<file path="config.mk">
export PLATFORM = sky130hd
export DESIGN_NAME = fifo_write_arbiter
export DESIGN_NICKNAME = d
export VERILOG_FILES = /design/src/rtl/fifo_write_arbiter_pkg.sv /design/src/rtl/fifo_write_arbiter_rr_pick.sv /design/src/rtl/fifo_write_arbiter.sv
export SDC_FILE = /design/constraint.sdc
export NUM_CORES = 1
export LEC_CHECK = 0
export CAP_MARGIN = 30
export CORE_MARGIN = 8
export CORE_UTILIZATION = 47
export DETAILED_ROUTE_END_ITERATION = 7
export PLACE_DENSITY = 0.85
export RECOVER_POWER = 100
export SYNTH_ARGS = -nofsm -noshare
export SYNTH_HDL_FRONTEND = slang
export SYNTH_SLANG_ARGS = --single-unit
</file>
<file path="constraint.sdc">
create_clock -name clk -period 10.55 [get_ports clk]
set_input_delay 3.165 -clock clk [delete_from_list [all_inputs] [get_ports clk]]
set_output_delay 3.165 -clock clk [all_outputs]
set_load 0.01 [all_outputs]
</file>
<file path="src/rtl/fifo_write_arbiter_pkg.sv">
// rtl/fifo_write_arbiter_pkg.sv - shared constants and rotating priority search
package fifo_write_arbiter_pkg;

  localparam int N_DEFAULT     = 4;
  localparam int W_DEFAULT     = 8;
  localparam int DEPTH_DEFAULT = 8;
  localparam int MAX_N         = 8;

  typedef struct packed {
    logic       valid;
    logic [2:0] idx;
  } rr_result_t;

  // First set bit of elig, starting at ptr and wrapping at n (n <= MAX_N)
  function automatic rr_result_t rr_search(input logic [MAX_N-1:0] elig,
                                           input logic [2:0]       ptr,
                                           input int               n);
    rr_result_t r;
    int         j;
    r.valid = 1'b0;
    r.idx   = 3'd0;
    for (int k = 0; k < MAX_N; k++) begin
      j = int'(ptr) + k;
      if (j >= n) j = j - n;
      if (k < n && !r.valid && elig[j[2:0]]) begin
        r.valid = 1'b1;
        r.idx   = j[2:0];
      end
    end
    return r;
  endfunction

endpackage

</file>
<file path="src/rtl/fifo_write_arbiter_rr_pick.sv">
// rtl/fifo_write_arbiter_rr_pick.sv - combinational rotating-priority encoder
module rr_pick
  import fifo_write_arbiter_pkg::*;
#(
  parameter int N  = N_DEFAULT,
  parameter int PW = $clog2(N)
) (
  input  logic [N-1:0]  elig,
  input  logic [PW-1:0] ptr,
  output logic          valid,
  output logic [PW-1:0] idx
);

  rr_result_t       res;
  logic [MAX_N-1:0] elig_wide;
  logic [2:0]       ptr_wide;
  logic             unused_idx_bits;

  assign elig_wide       = MAX_N'(elig);
  assign ptr_wide        = 3'(ptr);
  assign res             = rr_search(elig_wide, ptr_wide, N);
  assign valid           = res.valid;
  assign idx             = res.idx[PW-1:0];
  assign unused_idx_bits = ^res.idx;

endmodule

</file>
<file path="src/rtl/fifo_write_arbiter.sv">
// rtl/fifo_write_arbiter.sv - round-robin write-port arbiter and read guard for a fifo
module fifo_write_arbiter
  import fifo_write_arbiter_pkg::*;
#(
  parameter int N     = N_DEFAULT,
  parameter int W     = W_DEFAULT,
  parameter int DEPTH = DEPTH_DEFAULT,
  localparam int CW   = $clog2(DEPTH + 1),
  localparam int PW   = $clog2(N)
) (
  input  logic           clk,
  input  logic           clr,
  input  logic [N-1:0]   req,
  input  logic [N*W-1:0] req_data,
  output logic [N-1:0]   gnt,
  output logic           wr,
  output logic [W-1:0]   wr_data,
  input  logic           rd,
  output logic           rd_out,
  output logic           rd_ok,
  input  logic           fifo_overflow,
  output logic [CW-1:0]  count,
  output logic           err
);

  localparam int CW1 = CW + 1;

  logic [PW-1:0] ptr;
  logic [N-1:0]  elig;
  logic          pick_valid;
  logic [PW-1:0] pick_idx;
  logic          space;
  logic          grant_now;
  logic [CW:0]   count_sum;
  logic          count_over;

  // A requester granted this cycle sits out one edge so it can update req/data
  assign elig = req & ~gnt;

  rr_pick #(.N(N), .PW(PW)) u_pick (
    .elig  (elig),
    .ptr   (ptr),
    .valid (pick_valid),
    .idx   (pick_idx)
  );

  // The entry being written this cycle is reserved but not yet readable
  assign rd_ok     = (count - CW'(wr)) != '0;
  assign rd_out    = rd & rd_ok;
  // A read taken at this edge frees a slot for a grant at the same edge
  assign space     = (count < CW'(DEPTH)) | rd_out;
  assign grant_now = space & pick_valid;
  assign count_sum = {1'b0, count} + CW1'(grant_now) - CW1'(rd_out);
  assign count_over = count_sum > CW1'(DEPTH);

  // Grant/write registers, round-robin pointer, occupancy and sticky error
  always_ff @(posedge clk or posedge clr) begin
    if (clr) begin
      gnt     <= '0;
      wr      <= 1'b0;
      wr_data <= '0;
      ptr     <= '0;
      count   <= '0;
      err     <= 1'b0;
    end else begin
      if (grant_now) begin
        gnt     <= N'(1) << pick_idx;
        wr      <= 1'b1;
        wr_data <= req_data[pick_idx*W +: W];
        ptr     <= (pick_idx == PW'(N - 1)) ? '0 : pick_idx + 1'b1;
      end else begin
        gnt <= '0;
        wr  <= 1'b0;
      end
      count <= count_over ? CW'(DEPTH) : count_sum[CW-1:0];
      err   <= err | fifo_overflow | count_over;
    end
  end

endmodule

</file>
==> impl_metrics.csv, run 1 <==
group,metric,value,unit
status,status,"complete, no violations",
clock_tree,clockBufferDepth,2,
floorplanning,rows,21,
clock_tree,htreeDepth,1,
place,dp_slack,2.92,ns
pwr,p_per_area,263,nW/µm²
place,gp_congestion,0.843,
sta,hold_viol_final,0,
floorplanning,core,3260,µm²
worst_setup_path,crit_arrival,4.52,ns
place,portBuffers,59,
drt,drtIter0Drc,124,
drt,wl_per_cell,16.7,µm
logic_synthesis,yosysUniqueCellTypes,43,
clock_tree,ctsResizeCount,0,
drt,wl,4450,µm
job,max_cap_violations,0,
sta,fmax,130,MHz
sta,worstMarginPinSlew,1.07,ns
layout,stdcell_count,266,
floorplanning,start_util,0.480,
clock_tree,numCtsBuffers,3,
worst_setup_path,end_kind,"output port",
place,dp_cells,262,
clock_tree,cts_setup_buffers,0,
grt,grt_pass1_wl,7160,µm
place,dpl.hpwl,3590,µm
sta,final_max_slew_viol_count,0,
layout,fin_area,2220,µm²
worst_setup_path,path_max_fanout,3,
logic_synthesis,yosysSeqAreaShare,0.320,
logic_synthesis,synth_top_area_frac,0.320,
drt,via_count,1479,
layout,n_antenna_cell,0,
logic_synthesis,ys_top_cells_by_area,"dfrtp_1, ha_1, a2bb2o_2, inv_1, a221oi_1",
clock_tree,clock-sinks,20,
sta,finalSetupTns,0,ns
sta,fin_skew,0.00118,ns
worst_setup_path,start_kind,"input port",
logic_synthesis,syn_inst,162,
drt,drtPass1Iterations,4,
worst_setup_path,worstPathRequired,7.39,ns
grt,antenna_found_initial,0,
floorplanning,dieArea,5430,µm²
logic_synthesis,synth-edff-count,0,
sta,max-slew-margin-rel,0.283,
pwr,power_leakage,0.000962,µW
sta,fin_crit,7.69,ns
grt,grt_overflow,0,
logic_synthesis,syn_nets,215,
worst_setup_path,worstSetupPathType,"input port to output port",
layout,layout_common_cells,"clkdlybuf4s50_1, dlygate4sd3_1, inv_1",
grt,grt_max_degree,21,
grt,grt_pass1_vias,1483,
layout,final_common_cell,"clkdlybuf4s50_1",
hold_path,hold_path.class,"flip-flop to flip-flop",
drt,vias_per_cell,5.56,
grt,gr-usage-all-layers,0.164,
sta,worst_slack,2.86,ns
clock_tree,insertion_delay,0.29,ns
drt,ant_nets,0,
logic_synthesis,synth.largest_area_cell,"dfrtp_1",
layout,syn_to_final_growth,41.9,%
layout,layout-drive-gt1-share,0.0727,
logic_synthesis,avgSynthCellArea,9.65,µm²
floorplanning,io_pins,60,
logic_synthesis,synth_seq_cells,20,
logic_synthesis,yosys_warnings,0,
floorplanning,die_y,73.7,µm
pwr,max-vdd-ir-drop,177,µV
clock_tree,clk_pin_slew,0.11,ns
drt,drc,0,
floorplanning,die_x,73.7,µm
sta,final-setup-viol-count,0,
layout,nNetsFinal,274,
clock_tree,post_cts_hold_buffer_count,0,
clock_tree,tritoncts,"yes",
logic_synthesis,syn_area,1560,µm²
clock_tree,cts_root_buf,"clkbuf_4",
sta,fin_crit_sh,0.729,
logic_synthesis,async_flop_share,1.00,
place,place_area,2180,µm²
logic_synthesis,ys.flop_type,"dfrtp_1",
sta,grt_setup_unrepaired,"false",
## cells in the mapped netlist (2+ instances only)
cell type   n
nor2_1      6
nand4_1     8
a21o_1      2
o31ai_1     8
nand2_1     5
a221oi_1    8
and2_1      4
ha_1       12
a21oi_1     5
xnor2_1     4
and3b_1     2
nor2b_1     2
a32oi_1     8
a2bb2o_2    8
nand2b_1    5
nor3_2      2
inv_1      20
o21ai_1     2
dfrtp_1    20
nor3_1      3
buf_2       3
o21a_1      2
o21bai_1    3
## logic make-up (layout without fill, tap and decap cells)
group           after synthesis  in the layout  share of synthesized area
fa+ha+maj                    13             13                      0.109
flops                        20             20                      0.320
simple gates                 43             43                      0.164
mux                           2              2                     0.0160
buf+inv                      26             84                     0.0720
xor+xnor                      5              5                     0.0280
compound gates               53             53                      0.291
## power by group
group	internal, µW	leakage (µW)	switching, µW
clock	38.3	0.0000279	23.1
sequential	111	0.000240	30.3
combinational	179	0.000694	202
## final timing paths
check	start	slack (ns)	cells past startpoint	end
setup / recovery	rd	2.86	5	rd_out
max in group asynchronous	clr	6.68	2	wr_data[0]
setup reg to reg	gnt[0]	6.59	14	err
hold / removal	err	0.48	1	err
min in group asynchronous	clr	3.42	2	wr
hold reg to reg	err	0.48	1	err
## through the flow
| step | total power [µW] | hold WS (ns) | util |
|---|---|---|---|
| floorplan | 407 | 0.509 | - |
| global placement | 531 | 0.460 | 0.669 |
| detailed placement | 542 | 0.453 | 0.669 |
| CTS | 606 | 0.491 | 0.685 |
| global route | 635 | 0.516 | 0.681 |
| finish | 584 | 0.479 | 0.681 |
## layout make-up
| cell class | instances | area (µm²) |
|---|---|---|
| Sequential cell | 20 | 500 |
| Clock inverter | 1 | 30.0 |
| Clock buffer | 3 | 22.5 |
| Multi-Input combinational cell | 116 | 940 |
| Fill cell | 281 | 1040 |
| Timing Repair Buffer | 59 | 591 |
| Tap cell | 46 | 57.6 |
| Inverter | 21 | 78.8 |
## flip-flops by register name, indices dropped and copies added, names as in the netlist
register	count
gnt	4
wr	1
count	4
wr_data	8
ptr	2
err	1
## critical path, cell delays in order
cell	delay, ns
clkdlybuf4s50_1	0.46
o31a_1	0.14
o41ai_2	0.08
inv_1	0.08
dlygate4sd3_1	0.60
## routing by layer
metal	up-vias	wire length [µm]	GRT usage
li1	724	-	-
met1	716	1910	0.208
met2	37	2270	0.274
met3	2	241	0.0273
met4	0	33	0.0488
met5	-	0	0
No activity file was read; power rests on OpenSTA's default activity.
==> inputs of run 2 (changes only) <==
--- a/config.mk
+++ b/config.mk
@@ -7,9 +7,9 @@
 export LEC_CHECK = 0
 export CAP_MARGIN = 30
 export CORE_MARGIN = 8
-export CORE_UTILIZATION = 47
+export CORE_UTILIZATION = 44
 export DETAILED_ROUTE_END_ITERATION = 7
-export PLACE_DENSITY = 0.85
+export PLACE_DENSITY = 0.8
 export RECOVER_POWER = 100
 export SYNTH_ARGS = -nofsm -noshare
 export SYNTH_HDL_FRONTEND = slang
==> constraint.sdc (replaced) <==
create_clock -name clk -period 7.82 [get_ports clk]
set_input_delay 2.346 -clock clk [delete_from_list [all_inputs] [get_ports clk]]
set_output_delay 2.346 -clock clk [all_outputs]
set_load 0.01 [all_outputs]
==> impl_metrics.csv, run 2 (synthesis gave the netlist of run 1 again) <==
group,metric,value,unit
status,status,"complete, no violations",
pwr,clkPwrFrac,0.075,
sta,worstMarginPinSlew,1.10,ns
layout,n_antenna_cell,0,
drt,vias_per_cell,5.70,
pwr,power_leakage,0.000954,µW
floorplanning,die_x,75.6,µm
layout,post-route-util,0.651,
clock_tree,htreeDepth,1,
sta,whs,0.479,ns
worst_setup_path,path_delay_family,"simple AND/OR/NAND/NOR gates",
worst_setup_path,reg2reg_slack,3.88,ns
drt,wl,4710,µm
worst_setup_path,start_kind,"input port",
place,portBuffers,59,
pwr,p_per_area,347,nW/µm²
layout,syn_to_final_growth,41.0,%
pwr,p_sw,344,µW
sta,fin_crit,6.14,ns
job,max_cap_violations,0,
hold_path,worstHoldStart,"err",
sta,grt_setup_unrepaired,"false",
sta,fin_crit_sh,0.785,
worst_setup_path,crit_start,"req[2]",
grt,grt_overflow,0,
sta,final-setup-viol-count,0,
pwr,p_int,422,µW
worst_setup_path,crit_arrival,6.32,ns
pwr,p_sw_frac,0.449,
floorplanning,dieArea,5720,µm²
layout,biggestRegsByFlops,"wr_data x8, count x4, gnt x4",
place,dp_slack,1.80,ns
sta,final_max_slew_viol_count,0,
pwr,pwr-share-comb,0.674,
layout,largest_reg_flops,8,
layout,final_common_cell,"clkdlybuf4s50_1",
worst_setup_path,slowest_stage,"nor3_1",
pwr,max-vdd-ir-drop,192,µV
grt,gr-usage-all-layers,0.169,
pwr,p_seq_frac,0.250,
grt,antenna_found_initial,0,
grt,grt_max_degree,21,
drt,wl_per_cell,17.7,µm
drt,ant_nets,0,
worst_setup_path,crit_buf_inv,3,
clock_tree,cts_setup_buffers,0,
floorplanning,die_y,75.6,µm
worst_setup_path,crit_chain,"dlygate4sd3_1, nor2b_1, nor3_1, a21o_1, ha_1, inv_1, ha_1, inv_1, fa_1, o21bai_1, a21oi_1, xnor2_1, o21ai_0, or3_1",
clock_tree,post_cts_hold_buffer_count,0,
sta,hold_viol_final,0,
clock_tree,insertion_delay,0.29,ns
grt,grt_pass1_vias,1573,
clock_tree,clk_pin_slew,0.10,ns
worst_setup_path,worstPathRequired,8.00,ns
drt,drtIter0Drc,118,
worst_setup_path,slowest_delay,0.90,ns
grt,grt_pass1_wl,7420,µm
sta,fin_skew,0.00247,ns
floorplanning,io_pins,60,
sta,max-slew-margin-rel,0.258,
layout,layout-drive-gt1-share,0.0773,
drt,drtPass1Iterations,4,
drt,drc,0,
worst_setup_path,end_kind,"flip-flop",
floorplanning,rows,21,
place,dp_cells,262,
clock_tree,numCtsBuffers,3,
clock_tree,clockBufferDepth,2,
sta,finalSetupTns,0,ns
sta,fmax,163,MHz
clock_tree,cts_root_buf,"clkbuf_4",
worst_setup_path,worstSetupPathType,"input port to flip-flop",
floorplanning,start_util,0.461,
clock_tree,tritoncts,"yes",
place,dpl.hpwl,3870,µm
drt,via_count,1515,
floorplanning,core,3390,µm²
layout,stdcell_count,266,
clock_tree,clock-sinks,20,
hold_path,hold_path.class,"flip-flop to flip-flop",
place,gp_congestion,0.837,
sta,worst_slack,1.68,ns
clock_tree,ctsResizeCount,0,
layout,regMostFlops,"wr_data",
layout,nNetsFinal,274,
worst_setup_path,path_max_fanout,10,
worst_setup_path,rr_startpoint,"gnt[0]",
layout,layout_common_cells,"clkdlybuf4s50_1, dlygate4sd3_1, inv_1",
[run 2: worst register-to-register path, delay by kind of cell, from the launching register on]
| kind | cells | cell delay, ns |
|---|---|---|
| buffers and inverters | 2 | 0.13 |
| adder cells (fa/ha/maj) | 3 | 0.88 |
| AND/OR/NAND/NOR | 4 | 1.44 |
| AO/OA/AOI/OAI | 4 | 0.78 |
| XOR/XNOR | 1 | 0.20 |
| flip-flops | 1 | 0.41 |
[run 2: per-layer routing]
layer,wire (µm),GRT usage,share of wire
met1,1810,0.192,0.38
met2,2510,0.300,0.53
met3,286,0.0342,0.061
met4,96,0.0682,0.020
met5,0,0,0
[run 2: power groups by stage]
stage | clock network (µW) | logic [µW] | registers [µW]
final | 57.7 | 517 | 192
after global routing | 64.6 | 570 | 198
after CTS | 59.3 | 540 | 193
after detailed placement | 0 | 538 | 196
after global placement | 0 | 516 | 193
after floorplan | 0 | 353 | 196
[run 2: through the flow]
step | total power [µW] | cell area, µm²
floorplan | 549 | 1560
global placement | 709 | 2180
detailed placement | 733 | 2180
CTS | 793 | 2210
global route | 833 | 2210
finish | 766 | 2210
[run 2: worst paths after layout]
path / endpoint / cells after the start
max in group asynchronous: wr_data[0] / 2
worst max-delay path: err / 14
worst max register to register: err / 14
worst min register to register: err / 1
min in group asynchronous: wr / 2
worst min-delay path: err / 1
[run 2: area by class of cell]
type / instances / area, µm²
timing repair buffer: 59 / 591
clock buffer: 4 / 36.3
sequential: 20 / 500
multi-input combinational: 116 / 942
tap: 46 / 57.6
inverter: 21 / 78.8
fill: 267 / 1180
==> inputs of run 3 (changes only) <==
--- a/config.mk
+++ b/config.mk
@@ -7,9 +7,9 @@
 export LEC_CHECK = 0
 export CAP_MARGIN = 30
 export CORE_MARGIN = 8
-export CORE_UTILIZATION = 44
+export CORE_UTILIZATION = 40
 export DETAILED_ROUTE_END_ITERATION = 7
-export PLACE_DENSITY = 0.8
+export PLACE_DENSITY = 0.77
 export RECOVER_POWER = 100
 export SYNTH_ARGS = -nofsm -noshare
 export SYNTH_HDL_FRONTEND = slang
==> constraint.sdc (replaced) <==
create_clock -name clk -period 5.6 [get_ports clk]
set_input_delay 1.68 -clock clk [delete_from_list [all_inputs] [get_ports clk]]
set_output_delay 1.68 -clock clk [all_outputs]
set_load 0.01 [all_outputs]
==> impl_metrics.csv, run 3 (synthesis gave the netlist of run 1 again) <==
group,metric,value,unit
floorplanning,io_pins,60,
drt,drtPass1Iterations,4,
status,status,"complete, no violations",
worst_setup_path,worstSetupPathType,"input port to flip-flop",
clock_tree,post_cts_hold_buffer_count,0,
worst_setup_path,end_kind,"flip-flop",
job,max_cap_violations,0,
pwr,pwr-share-comb,0.649,
clock_tree,tritoncts,"yes",
layout,fillers,340,
clock_tree,cts_root_buf,"clkbuf_8",
floorplanning,start_util,0.421,
clock_tree,clock-sinks,20,
layout,final_common_cell,"clkdlybuf4s50_1",
pwr,power_leakage,0.000959,µW
sta,hold_viol_final,0,
pwr,p_seq_frac,0.249,
worst_setup_path,path_max_fanout,10,
sta,whs,0.484,ns
layout,biggestRegsByFlops,"wr_data x8, count x4, gnt x4",
worst_setup_path,path_delay_family,"simple AND/OR/NAND/NOR gates",
clock_tree,ctsResizeCount,0,
clock_tree,clockBufferDepth,2,
sta,fin_crit_sh,0.902,
sta,fin_skew,0.00192,ns
worst_setup_path,crit_chain,"dlygate4sd3_1, nand2b_1, nand2_1, nor3_2, a21o_1, ha_1, inv_1, ha_1, inv_1, fa_1, o21bai_1, a21oi_1, xnor2_1, o21ai_0, or3_1",
sta,finalSetupTns,0,ns
worst_setup_path,worstPathRequired,5.74,ns
drt,drc,0,
layout,largest_reg_flops,8,
place,gp_congestion,0.822,
sta,max-slew-margin-rel,0.349,
floorplanning,rows,22,
drt,wl_per_cell,16.4,µm
floorplanning,die_x,78.5,µm
grt,grt_overflow,0,
sta,fin_crit,5.05,ns
layout,layout_common_cells,"clkdlybuf4s50_1, dlygate4sd3_1, inv_1, dfrtp_1, ha_1",
grt,grt_max_degree,21,
worst_setup_path,slowest_stage,"dlygate4sd3_1",
pwr,p_int,602,µW
clock_tree,insertion_delay,0.26,ns
grt,antenna_found_initial,0,
layout,regArea,500,µm²
sta,worstMarginPinSlew,0.970,ns
layout,nNetsFinal,274,
layout,regMostFlops,"wr_data",
clock_tree,numCtsBuffers,3,
grt,grt_pass1_wl,7020,µm
layout,syn_to_final_growth,42.1,%
pwr,clkPwrFrac,0.103,
pwr,p_per_area,484,nW/µm²
drt,vias_per_cell,5.38,
grt,grt_pass1_vias,1483,
pwr,p_sw,474,µW
hold_path,hold_path.class,"flip-flop to flip-flop",
layout,n_antenna_cell,0,
pwr,p_sw_frac,0.441,
place,portBuffers,59,
drt,ant_nets,0,
layout,multiInputGateArea,937,µm²
layout,layout-drive-gt1-share,0.0545,
sta,final-setup-viol-count,0,
sta,grt_setup_unrepaired,"false",
floorplanning,die_y,78.5,µm
floorplanning,dieArea,6170,µm²
floorplanning,core,3720,µm²
grt,gr-usage-all-layers,0.139,
clock_tree,cts_setup_buffers,0,
drt,drtIter0Drc,79,
place,dpl.hpwl,3540,µm
clock_tree,clk_pin_slew,0.07,ns
sta,fmax,198,MHz
clock_tree,htreeDepth,1,
drt,wl,4400,µm
worst_setup_path,start_kind,"input port",
worst_setup_path,slowest_delay,0.56,ns
pwr,max-vdd-ir-drop,267,µV
worst_setup_path,crit_arrival,5.19,ns
sta,final_max_slew_viol_count,0,
worst_setup_path,crit_buf_inv,3,
drt,via_count,1443,
[run 3: path summary, 6_finish.rpt]
check / from / to / slack [ns] / depth (start not counted)
max in group asynchronous: clr / wr_data[4] / 3.15 / 2
worst min register to register: err / err / 0.48 / 1
worst min-delay path: err / err / 0.48 / 1
worst max-delay path: req[0] / err / 0.55 / 15
worst max register to register: count[1] / err / 1.81 / 16
min in group asynchronous: clr / wr / 1.99 / 2
[run 3: per-stage QoR]
step | power (µW) | utilization | instances | worst slack (ns) | area [µm²]
4_1_cts | 1130 | 0.602 | 268 | 0.715 | 2240
5_1_grt | 1170 | 0.598 | 268 | 0.270 | 2220
3_3_place_gp | 1000 | 0.587 | 264 | 0.488 | 2180
2_1_floorplan | 767 | - | 162 | 1.33 | 1560
6_report | 1080 | 0.598 | 268 | 0.551 | 2220
3_5_place_dp | 1010 | 0.587 | 264 | 0.416 | 2180
[run 3: power by group through the flow]
stage | registers, µW | clock network (µW) | logic (µW)
after floorplan | 274 | 0 | 493
after global placement | 273 | 0 | 728
after detailed placement | 274 | 0 | 740
after CTS | 272 | 111 | 745
after global routing | 277 | 119 | 775
final | 268 | 111 | 698
[run 3: area by class of cell]
type / instances / area share
repair buffers: 59 / 0.266
inverters: 21 / 0.0355
multi-input cells: 116 / 0.422
flip-flops and latches: 20 / 0.225
clock buffers: 4 / 0.0248
well taps: 48 / 0.0270
[run 3: per-layer routing]
metal | vias up | global-route usage | part of all wire | wire length [µm]
met5 | - | 0 | 0 | 0
met4 | 0 | 0.0222 | 0.0045 | 20
met3 | 2 | 0.0410 | 0.063 | 278
met2 | 43 | 0.226 | 0.48 | 2110
met1 | 668 | 0.178 | 0.45 | 1990
li1 | 730 | - | - | -
[run 3: worst reg2reg max path: cells and delay by family, from the launching register on]
| family | cells | cell delay, ns |
|---|---|---|
| xor gates and xnor gates | 2 | 0.35 |
| buffers and inverters | 3 | 0.21 |
| and+or+nand+nor | 2 | 0.49 |
| adders and majority gates | 4 | 1.06 |
| DFF | 1 | 0.44 |
| AOI/OAI and AO/OA | 5 | 1.11 |
